### config.mk
export PLATFORM = sky130hd
export DESIGN_NAME = stream_demux_register_flat
export DESIGN_NICKNAME = d
export VERILOG_FILES = /design/src/rtl/stream_demux_register_pkg.sv /design/src/rtl/stream_demux_register_if.sv /design/src/rtl/stream_demux_register_slot.sv /design/src/rtl/stream_demux_register.sv /design/src/flat_wrapper.sv
export SDC_FILE = /design/constraint.sdc
export NUM_CORES = 1
export LEC_CHECK = 0
export BUFFER_PORTS_ARGS = -buffer_cell sky130_fd_sc_hd__buf_2
export CAP_MARGIN = 20
export CELL_PAD_IN_SITES_DETAIL_PLACEMENT = 1
export CELL_PAD_IN_SITES_GLOBAL_PLACEMENT = 2
export CORE_MARGIN = 1.5
export CORE_UTILIZATION = 34
export CTS_CLUSTER_DIAMETER = 60
export DETAILED_ROUTE_END_ITERATION = 16
export PLACE_DENSITY_LB_ADDON = 0.15
export SYNTH_ARGS = -nofsm -noshare
export SYNTH_HDL_FRONTEND = slang
export SYNTH_HIERARCHICAL = 1
export SYNTH_SLANG_ARGS = --single-unit
### constraint.sdc
create_clock -name clk -period 2.1 [get_ports clk]
set_input_delay 0.63 -clock clk [delete_from_list [all_inputs] [get_ports clk]]
set_output_delay 0.63 -clock clk [all_outputs]
set_load 0.02 [all_outputs]
### src/rtl/stream_demux_register_pkg.sv
// stream_demux_pkg: shared slot state and select encoding for the stream demux
package stream_demux_pkg;
  typedef enum logic {SLOT_EMPTY, SLOT_FULL} slot_state_t;
  localparam logic SEL_OUT1 = 1'b1;
  localparam logic SEL_OUT2 = 1'b0;
endpackage

### src/rtl/stream_demux_register_if.sv
// stream_demux_register_if: producer-side and both consumer-side handshakes of the demux
interface stream_demux_register_if #(
  parameter int WIDTH = 4,
  parameter int CNT_W = 8
);
  logic             in_valid, in_ready, data_select;
  logic [WIDTH-1:0] in_data;
  logic             out1_valid, out1_ready, out2_valid, out2_ready;
  logic [WIDTH-1:0] out1_data, out2_data;
  logic [CNT_W-1:0] cnt1, cnt2;
  modport master (
    output in_valid, in_data, data_select, out1_ready, out2_ready,
    input  in_ready, out1_valid, out1_data, out2_valid, out2_data, cnt1, cnt2
  );
  modport slave (
    input  in_valid, in_data, data_select, out1_ready, out2_ready,
    output in_ready, out1_valid, out1_data, out2_valid, out2_data, cnt1, cnt2
  );
endinterface

### src/rtl/stream_demux_register_slot.sv
// demux_slot: one-entry holding register with EMPTY/FULL state and transfer counter
module demux_slot
  import stream_demux_pkg::*;
#(
  parameter int WIDTH = 4,
  parameter int CNT_W = 8
) (
  input  logic             clk,
  input  logic             rstN,
  input  logic             load,
  input  logic [WIDTH-1:0] load_data,
  input  logic             out_ready,
  output logic             out_valid,
  output logic [WIDTH-1:0] out_data,
  output logic [CNT_W-1:0] cnt,
  output logic             space_avail
);
  slot_state_t state;
  logic        drain;
  assign out_valid   = state == SLOT_FULL;
  assign drain       = out_valid && out_ready;
  assign space_avail = state == SLOT_EMPTY || out_ready;
  // slot state, payload (loaded only on accept) and handshake count
  always_ff @(posedge clk or negedge rstN)
    if (!rstN) begin
      state    <= SLOT_EMPTY;
      out_data <= '0;
      cnt      <= '0;
    end else begin
      state <= load ? SLOT_FULL : drain ? SLOT_EMPTY : state;
      if (load) out_data <= load_data;
      if (drain) cnt <= cnt + CNT_W'(1);
    end
endmodule

### src/rtl/stream_demux_register.sv
// stream_demux_register: registered 1-to-2 stream demultiplexer with per-output counters
module stream_demux_register
  import stream_demux_pkg::*;
#(
  parameter int WIDTH = 4,
  parameter int CNT_W = 8
) (
  input logic                   clk,
  input logic                   rstN,
  stream_demux_register_if.slave bus
);
  logic sp1, sp2, accept, to1;
  assign to1          = bus.data_select == SEL_OUT1;
  assign bus.in_ready = rstN && (to1 ? sp1 : sp2);
  assign accept       = bus.in_valid && bus.in_ready;
  demux_slot #(.WIDTH(WIDTH), .CNT_W(CNT_W)) u_slot1 (
    .clk(clk), .rstN(rstN), .load(accept && to1), .load_data(bus.in_data),
    .out_ready(bus.out1_ready), .out_valid(bus.out1_valid), .out_data(bus.out1_data),
    .cnt(bus.cnt1), .space_avail(sp1)
  );
  demux_slot #(.WIDTH(WIDTH), .CNT_W(CNT_W)) u_slot2 (
    .clk(clk), .rstN(rstN), .load(accept && !to1), .load_data(bus.in_data),
    .out_ready(bus.out2_ready), .out_valid(bus.out2_valid), .out_data(bus.out2_data),
    .cnt(bus.cnt2), .space_avail(sp2)
  );
endmodule

### src/flat_wrapper.sv
// flat-port wrapper written by rule: the top's interface ports become plain ports
module stream_demux_register_flat import stream_demux_pkg::*;
#(
  parameter int WIDTH = 4,
  parameter int CNT_W = 8
)
  (clk, rstN, bus_in_valid, bus_in_data, bus_data_select, bus_out1_ready, bus_out2_ready, bus_in_ready, bus_out1_valid, bus_out1_data, bus_out2_valid, bus_out2_data, bus_cnt1, bus_cnt2);
  stream_demux_register_if #(.WIDTH(WIDTH), .CNT_W(CNT_W)) bus_i ();
  input logic clk;
  input logic rstN;
  input wire logic [$bits(bus_i.in_valid)-1:0] bus_in_valid;
  input wire logic [$bits(bus_i.in_data)-1:0] bus_in_data;
  input wire logic [$bits(bus_i.data_select)-1:0] bus_data_select;
  input wire logic [$bits(bus_i.out1_ready)-1:0] bus_out1_ready;
  input wire logic [$bits(bus_i.out2_ready)-1:0] bus_out2_ready;
  output wire logic [$bits(bus_i.in_ready)-1:0] bus_in_ready;
  output wire logic [$bits(bus_i.out1_valid)-1:0] bus_out1_valid;
  output wire logic [$bits(bus_i.out1_data)-1:0] bus_out1_data;
  output wire logic [$bits(bus_i.out2_valid)-1:0] bus_out2_valid;
  output wire logic [$bits(bus_i.out2_data)-1:0] bus_out2_data;
  output wire logic [$bits(bus_i.cnt1)-1:0] bus_cnt1;
  output wire logic [$bits(bus_i.cnt2)-1:0] bus_cnt2;
  assign bus_i.in_valid = bus_in_valid;
  assign bus_i.in_data = bus_in_data;
  assign bus_i.data_select = bus_data_select;
  assign bus_i.out1_ready = bus_out1_ready;
  assign bus_i.out2_ready = bus_out2_ready;
  assign bus_in_ready = bus_i.in_ready;
  assign bus_out1_valid = bus_i.out1_valid;
  assign bus_out1_data = bus_i.out1_data;
  assign bus_out2_valid = bus_i.out2_valid;
  assign bus_out2_data = bus_i.out2_data;
  assign bus_cnt1 = bus_i.cnt1;
  assign bus_cnt2 = bus_i.cnt2;
  stream_demux_register #(.WIDTH(WIDTH), .CNT_W(CNT_W)) u_core (.clk(clk), .rstN(rstN), .bus(bus_i));
endmodule
======== Word level (Yosys, flattened, before mapping) ========
Cells that the tools add are included.
Widths: inputs -> output; s select.
storage, ports and cells
  flip-flop bits (word level) ............. 26
  word-level logic and storage cells ...... 26
cells by class
  add/subtract/negate cells ............... 2
  mux-type cells .......................... 5
  bitwise gates (word level) .............. 2
  reductions and logical operators ........ 11
operator list
  kind                 number
  $add 8x1->8 const B  2
  $logic_and 1x1->1    6
  $mux 1               5
  $reduce_bool 2->1    2
  $logic_or 1x1->1     2
  $not 1->1            2
  $logic_not 1->1      1

======== Depth between registers and ports, before layout ========
Gate-level depths: netlist (run 1).
  word-level depth ........................ 7
  depth in mapped cells ................... 4
  mapped depth without buffers ............ 4

======== By module ========
The synthesis (run 1) kept the hierarchy.
modules (own cells, without submodules)
  module                 times used  cells an instance  area each (um2)  seq. area each (um2)
  demux_slot             2           40                 549.3            325.3
  stream_demux_register  1           6                  40.0             0.0

======== Worst setup path after synthesis (run 1) ========
No wires, ideal clock.
  kind .................................... input to output
  start point ............................. in bus_out2_ready
  end point ............................... out bus_in_ready
  arrival time ............................ 1064 ps
  required time ........................... 1470 ps
  setup slack ............................. 406 ps
  stages on the path ...................... 3
  path buffers ............................ 0
  cell sequence ........................... or2b_1 > nand2b_4 > a21boi_2
on the way
  word-level cells in the longest chain between the ends .. 3
RTL lines
  element            line                              text
  start, declared    flat_wrapper.sv:15                input wire logic [$bits(bus_i.out2_ready)-1:0] bus_out2_ready;
  $logic_or 1x1->1   stream_demux_register_slot.sv:22  assign space_avail = state == SLOT_EMPTY || out_ready;
  $mux 1             stream_demux_register.sv:14       assign bus.in_ready = rstN && (to1 ? sp1 : sp2);
  $logic_and 1x1->1  stream_demux_register.sv:14
  end, declared      flat_wrapper.sv:16                output wire logic [$bits(bus_i.in_ready)-1:0] bus_in_ready;
No other way between the ends.

======== Worst setup path in the final report (run 1) ========
  start point ............................. reg u_core.u_slot1.state (netlist: u_core/u_slot1/out_valid)
  end point ............................... out bus_in_ready
on the way
  word-level cells in the longest chain between the ends .. 4
RTL lines
  element                 line                              text
  start, declared         stream_demux_register_slot.sv:18  slot_state_t state;
  start signal, assigned  stream_demux_register_slot.sv:30  state <= load ? SLOT_FULL : drain ? SLOT_EMPTY : state;
  $not 1->1               stream_demux_register_slot.sv:22
  $logic_or 1x1->1        stream_demux_register_slot.sv:22
  via u_core.sp1          stream_demux_register.sv:12       logic sp1, sp2, accept, to1;
  $mux 1                  stream_demux_register.sv:14
  $logic_and 1x1->1       stream_demux_register.sv:14
The timed path passes the listed nets, and every way through them passes these cells.

==> results of run 1 <==
==> flip-flops by register name (all words and copies together), names as in the netlist <==
register / flops
u_core/u_slot1/cnt: 8
u_core/u_slot2/cnt: 8
u_core/u_slot1/out_data: 4
u_core/u_slot2/out_data: 4
u_core/u_slot1/out_valid: 1
u_core/u_slot2/out_valid: 1
==> metrics by stage <==
stage | hold slack, ps | power (mW)
global placement | 451 | 1.24
detailed placement | 455 | 1.26
CTS | 121 | 1.47
floorplan | 334 | 1.06
global route | 107 | 1.55
finish | 134 | 1.44
==> worst register-to-register path: stages, from the launching register on <==
cell and delay [ps]:
dfrtp_1 440, or2b_1 190, nand2_1 80, nor2_1 340
mux2_2 380
==> routing by layer <==
layer	wire length (um)	share of wire (%)
met2	1070	49
met4	18	0.82
met1	972	44
met3	140	6.3
met5	0	0
==> layout make-up <==
class / count / area (um2) / area share (%)
clock buffer: 3 / 22.5 / 1.60
multi-input combinational: 60 / 488 / 34.8
sequential: 26 / 651 / 46.3
tap: 44 / 55.1 / 3.92
timing repair buffer: 37 / 188 / 13.4
==> cells in the mapped netlist <==
library cell,number
xnor2_1,4
nand3_2,2
nand2_2,2
nand2b_4,1
nand3_1,2
ha_1,2
nor2_1,6
nor3_1,2
a21boi_2,1
xor2_1,10
nor3_2,2
nand2b_1,2
mux2_2,10
nor4_4,2
nand2_1,10
dfrtp_1,26
or2b_1,2
==> cell families after synthesis <==
| family | Yosys count |
|---|---|
| xor gates and xnor gates | 14 |
| and+or+nand+nor | 33 |
| adders and majority gates | 2 |
| AOI/OAI and AO/OA | 1 |
| DFF | 26 |
| muxes | 10 |
==> where the power goes <==
part,leakage [nW],internal (mW),switching [mW]
clock,0.0138,0.0670,0.135
sequential,0.331,0.618,0.130
combinational,0.402,0.196,0.291
==> worst min-delay path by stage <==
stage,startpoint,end,slack [ps],cells past startpoint
floorplan,rstN,u_core/u_slot1/cnt[0]$_DFFE_PN0P_,330,0
global placement,u_core/u_slot1/cnt[7]$_DFFE_PN0P_,u_core/u_slot1/cnt[7]$_DFFE_PN0P_,450,1
detailed placement,u_core/u_slot1/cnt[7]$_DFFE_PN0P_,u_core/u_slot1/cnt[7]$_DFFE_PN0P_,450,1
CTS,rstN,u_core/u_slot1/out_data[0]$_DFFE_PN0P_,120,1
global route,rstN,u_core/u_slot1/out_data[0]$_DFFE_PN0P_,110,1
finish,rstN,u_core/u_slot1/out_data[0]$_DFFE_PN0P_,130,1
==> out/qor.csv, run 1 <==
metric;value;unit
status;finished clean;
final_cell_area;1400;um2
use_met1;17.3;%
rsz0062_at_grt;no;
yosysWarnings;6;
syn_nets;98;
peakVddDrop;0.000411;V
wirelength;2.21;mm
fin_util;44.9;%
post_drt_via_cell_ratio;4.59;
syn_area;1140;um2
synth_top_family_by_area;simple AND/OR/NAND/NOR gates;
cp.arrival;1330;ps
seq_area_frac_synth;57.1;%
hold_viol_final;0;
cts_tree;done;
clk_path_buf_depth;2;
drive_above_1_share;47.6;%
powerDensity;1020;nW/um2
r2r_slack;560;ps
clk_latency;310;ps
grt_pass1_wl;3.71;mm
path_buf_inv;1;
cp_slowest_cell;dfrtp_1;
synth_compound_area_share;0.989;%
min_path_type;in2async;
wire_per_inst;13.0;um
p_leak;0.746;nW
coreArea;3130;um2
initial_core_util;36.4;%
path_cells;or2b_1, nand2_1, a21boi_2, buf_2;
tightest_slew;401;ps
placed_cells;167;
cts_sinks;26;
final_nets;140;
grt_max_degree;23;
num_vias;781;
row_count;20;
cap_violations;0;
met2_usage;22.6;%
drt-initial-drc-count;5;
synth_seq_cells;26;
dr.pass1.iters;3;
antenna_found_initial;0;
endpoint_kind;primary output;
finClkSkew;7.22;ps
antenna_left;0;
dieArea;3710;um2
clk_pin_slew;120;ps
max_stage_delay;440;ps
syn_area_per_cell;13.2;um2
cts_setup_buffers;0;
dpl_cell_area;1380;um2
diodes;0;
dpl.hpwl;1.72;mm
cts_buffers;3;
die_w;60.9;um
crit_fanout;4;
htreeDepth;1;
slew_headroom;73.2;%
final_common_cell;buf_2;
synth_simple_gate_area_share;19.0;%
path_delay_family;flip-flops;
die_h;60.9;um
post-route-period-util;93.3;%
postCtsHoldBufs;0;
critPathLaunch;u_core/u_slot1/out_valid$_DFFE_PN0P_;
grt.met3_usage;4.90;%
fin_cells;170;
syn2layout_area_growth;23.3;%
endpoint;bus_in_ready;
fmax;510;MHz
crit_cells;4;
setup_viol;0;
start_kind;flip-flop;
ys_top_cells_by_area;dfrtp_1, mux2_2, xor2_1, nor4_4, nand2_1;
grt_overflow;0;
synth_mux_area_share;9.89;%
track_usage;13.7;%
gp_congestion;0.737;
n_fill_cell;367;
cts_resized;0;
route.detailed.drc;0;
setup.worst_path.class;reg2out;
port_buffers;36;
yosys.area_share.xor_xnor;10.8;%
post-place-ws;163;ps
maxSlewViolCount;0;
syn_inst;86;
r2r_start;u_core/u_slot1/out_valid$_DFFE_PN0P_;
synth_cell_type_count;17;
grt-busiest-layer;met2;
layout_min_cycle_time;1960;ps
reg2reg_depth;4;
reg2reg_to;u_core/u_slot1/out_data[1]$_DFFE_PN0P_;
synthAdderAreaFrac;2.20;%
design.portCount;37;
setup_slack;140;ps
yosysTopAreaCell;dfrtp_1;
layout_common_cells;buf_2, dfrtp_1, nand2_1, mux2_2, xor2_1;
crit_required;1470;ps
yosysTopAreaCellShare;57.1;%
tns;0;ps
grt_pass1_vias;831;
cts_root_buf;clkbuf_4;
Note: power is estimated with default switching activity, not from simulation.
==> run 2: changes to the inputs <==
- PLACE_DENSITY_LB_ADDON: 0.15 -> 0.3
==> out/qor.csv, run 2 (synthesis gave the netlist of run 1 again) <==
metric;value;unit
status;finished clean;
layout_min_cycle_time;1980;ps
layout_common_cells;buf_2, dfrtp_1, nand2_1, mux2_2, xor2_1;
tns;0;ps
gp_congestion;0.683;
endpoint_kind;primary output;
post_drt_via_cell_ratio;4.53;
crit_cells;4;
path_cells;or2b_1, nand2_1, a21boi_2, buf_2;
post-route-period-util;94.2;%
path_delay_family;flip-flops;
fmax;506;MHz
tightest_slew;458;ps
fin_cells;171;
cts_root_buf;clkbuf_4;
crit_fanout;4;
drive_above_1_share;48.0;%
drt-initial-drc-count;5;
track_usage;14.0;%
dieArea;3710;um2
path_buf_inv;1;
design.portCount;37;
start_kind;flip-flop;
cts_buffers;3;
postCtsHoldBufs;0;
num_vias;774;
grt_overflow;0;
max_stage_delay;440;ps
dr.pass1.iters;4;
n_fill_cell;354;
powerDensity;1050;nW/um2
coreArea;3130;um2
power;1.49;mW
crit_required;1470;ps
p_leak;0.754;nW
initial_core_util;36.4;%
diodes;0;
cts_resized;0;
dpl.hpwl;1.78;mm
route.detailed.drc;0;
clk_pin_slew;140;ps
min_path_type;in2async;
clk_path_buf_depth;2;
finClkSkew;2.11;ps
cts_tree;done;
cts_sinks;26;
maxSlewViolCount;0;
final_nets;140;
setup_viol;0;
peakVddDrop;0.000384;V
reg.largest.list;u_core/u_slot1/cnt x8, u_core/u_slot2/cnt x8;
grt_pass1_wl;3.80;mm
reg2reg_to;u_core/u_slot2/out_data[0]$_DFFE_PN0P_;
r2r_slack;490;ps
wire_per_inst;13.7;um
hold_viol_final;0;
placed_cells;167;
antenna_found_initial;0;
cap_violations;0;
die_w;60.9;um
cts_setup_buffers;0;
reg2reg_depth;4;
setup.worst_path.class;reg2out;
grt_pass1_vias;827;
grt_max_degree;23;
rsz0062_at_grt;no;
r2r_start;u_core/u_slot2/out_valid$_DFFE_PN0P_;
wirelength;2.34;mm
slew_headroom;69.3;%
cp_slowest_cell;dfrtp_1;
htreeDepth;1;
final_common_cell;buf_2;
syn2layout_area_growth;24.5;%
row_count;20;
port_buffers;36;
die_h;60.9;um
clk_latency;310;ps
antenna_left;0;
cp.arrival;1350;ps
-- run 2: cell types whose count changed in the layout (fill, tap and decap cells not counted) --
cell	delta
clkbuf_8	+1
-- run 2: worst register-to-register path, delay by kind of cell (launching register included) --
kind,cells,cell delay [ps]
multiplexers,1,390
AND/OR/NAND/NOR,3,690
flip-flops,1,440
-- run 2: through the flow --
step | hold WS, ps | instance area [um2] | setup WS [ps] | utilization [%]
after detailed placement | 454 | 1380 | 147 | 44.2
final | 102 | 1420 | 122 | 45.3
after global routing | 84.5 | 1420 | 17.1 | 45.3
after CTS | 92.7 | 1420 | 93.9 | 45.3
after global placement | 450 | 1380 | 173 | 44.2
after floorplan | 334 | 1140 | 406 | -
-- run 2: metal layers --
metal	vias to the layer above	routed length, um	track usage [%]
li1	368	-	-
met1	382	1010	16.1
met2	22	1180	25.3
met3	2	131	3.20
met4	0	21	4.66
met5	-	0	0
-- run 2: layout make-up --
type                       count  area [um2]  area share (%)
timing repair buffer          37         188            13.2
tap                           44        55.1            3.88
sequential                    26         651            45.9
multi-input combinational     60         488            34.4
clock buffer                   4        36.3            2.56
-- run 2: worst max-delay path by stage --
| stage | slack (ps) | end | start |
|---|---|---|---|
| after detailed placement | 150 | bus_in_ready | bus_out1_ready |
| after CTS | 90 | bus_in_ready | u_core/u_slot1/out_valid$_DFFE_PN0P_ |
| after global placement | 170 | bus_in_ready | bus_out2_ready |
| after global routing | 20 | bus_in_ready | u_core/u_slot1/out_valid$_DFFE_PN0P_ |
| final | 120 | bus_in_ready | u_core/u_slot1/out_valid$_DFFE_PN0P_ |
| after floorplan | 410 | bus_in_ready | bus_out2_ready |
-- run 2: power by group --
part	switching [mW]	internal, mW	leakage, nW
clock network	0.147	0.106	0.0210
registers	0.133	0.618	0.331
logic	0.290	0.195	0.402
total	0.570	0.919	0.754
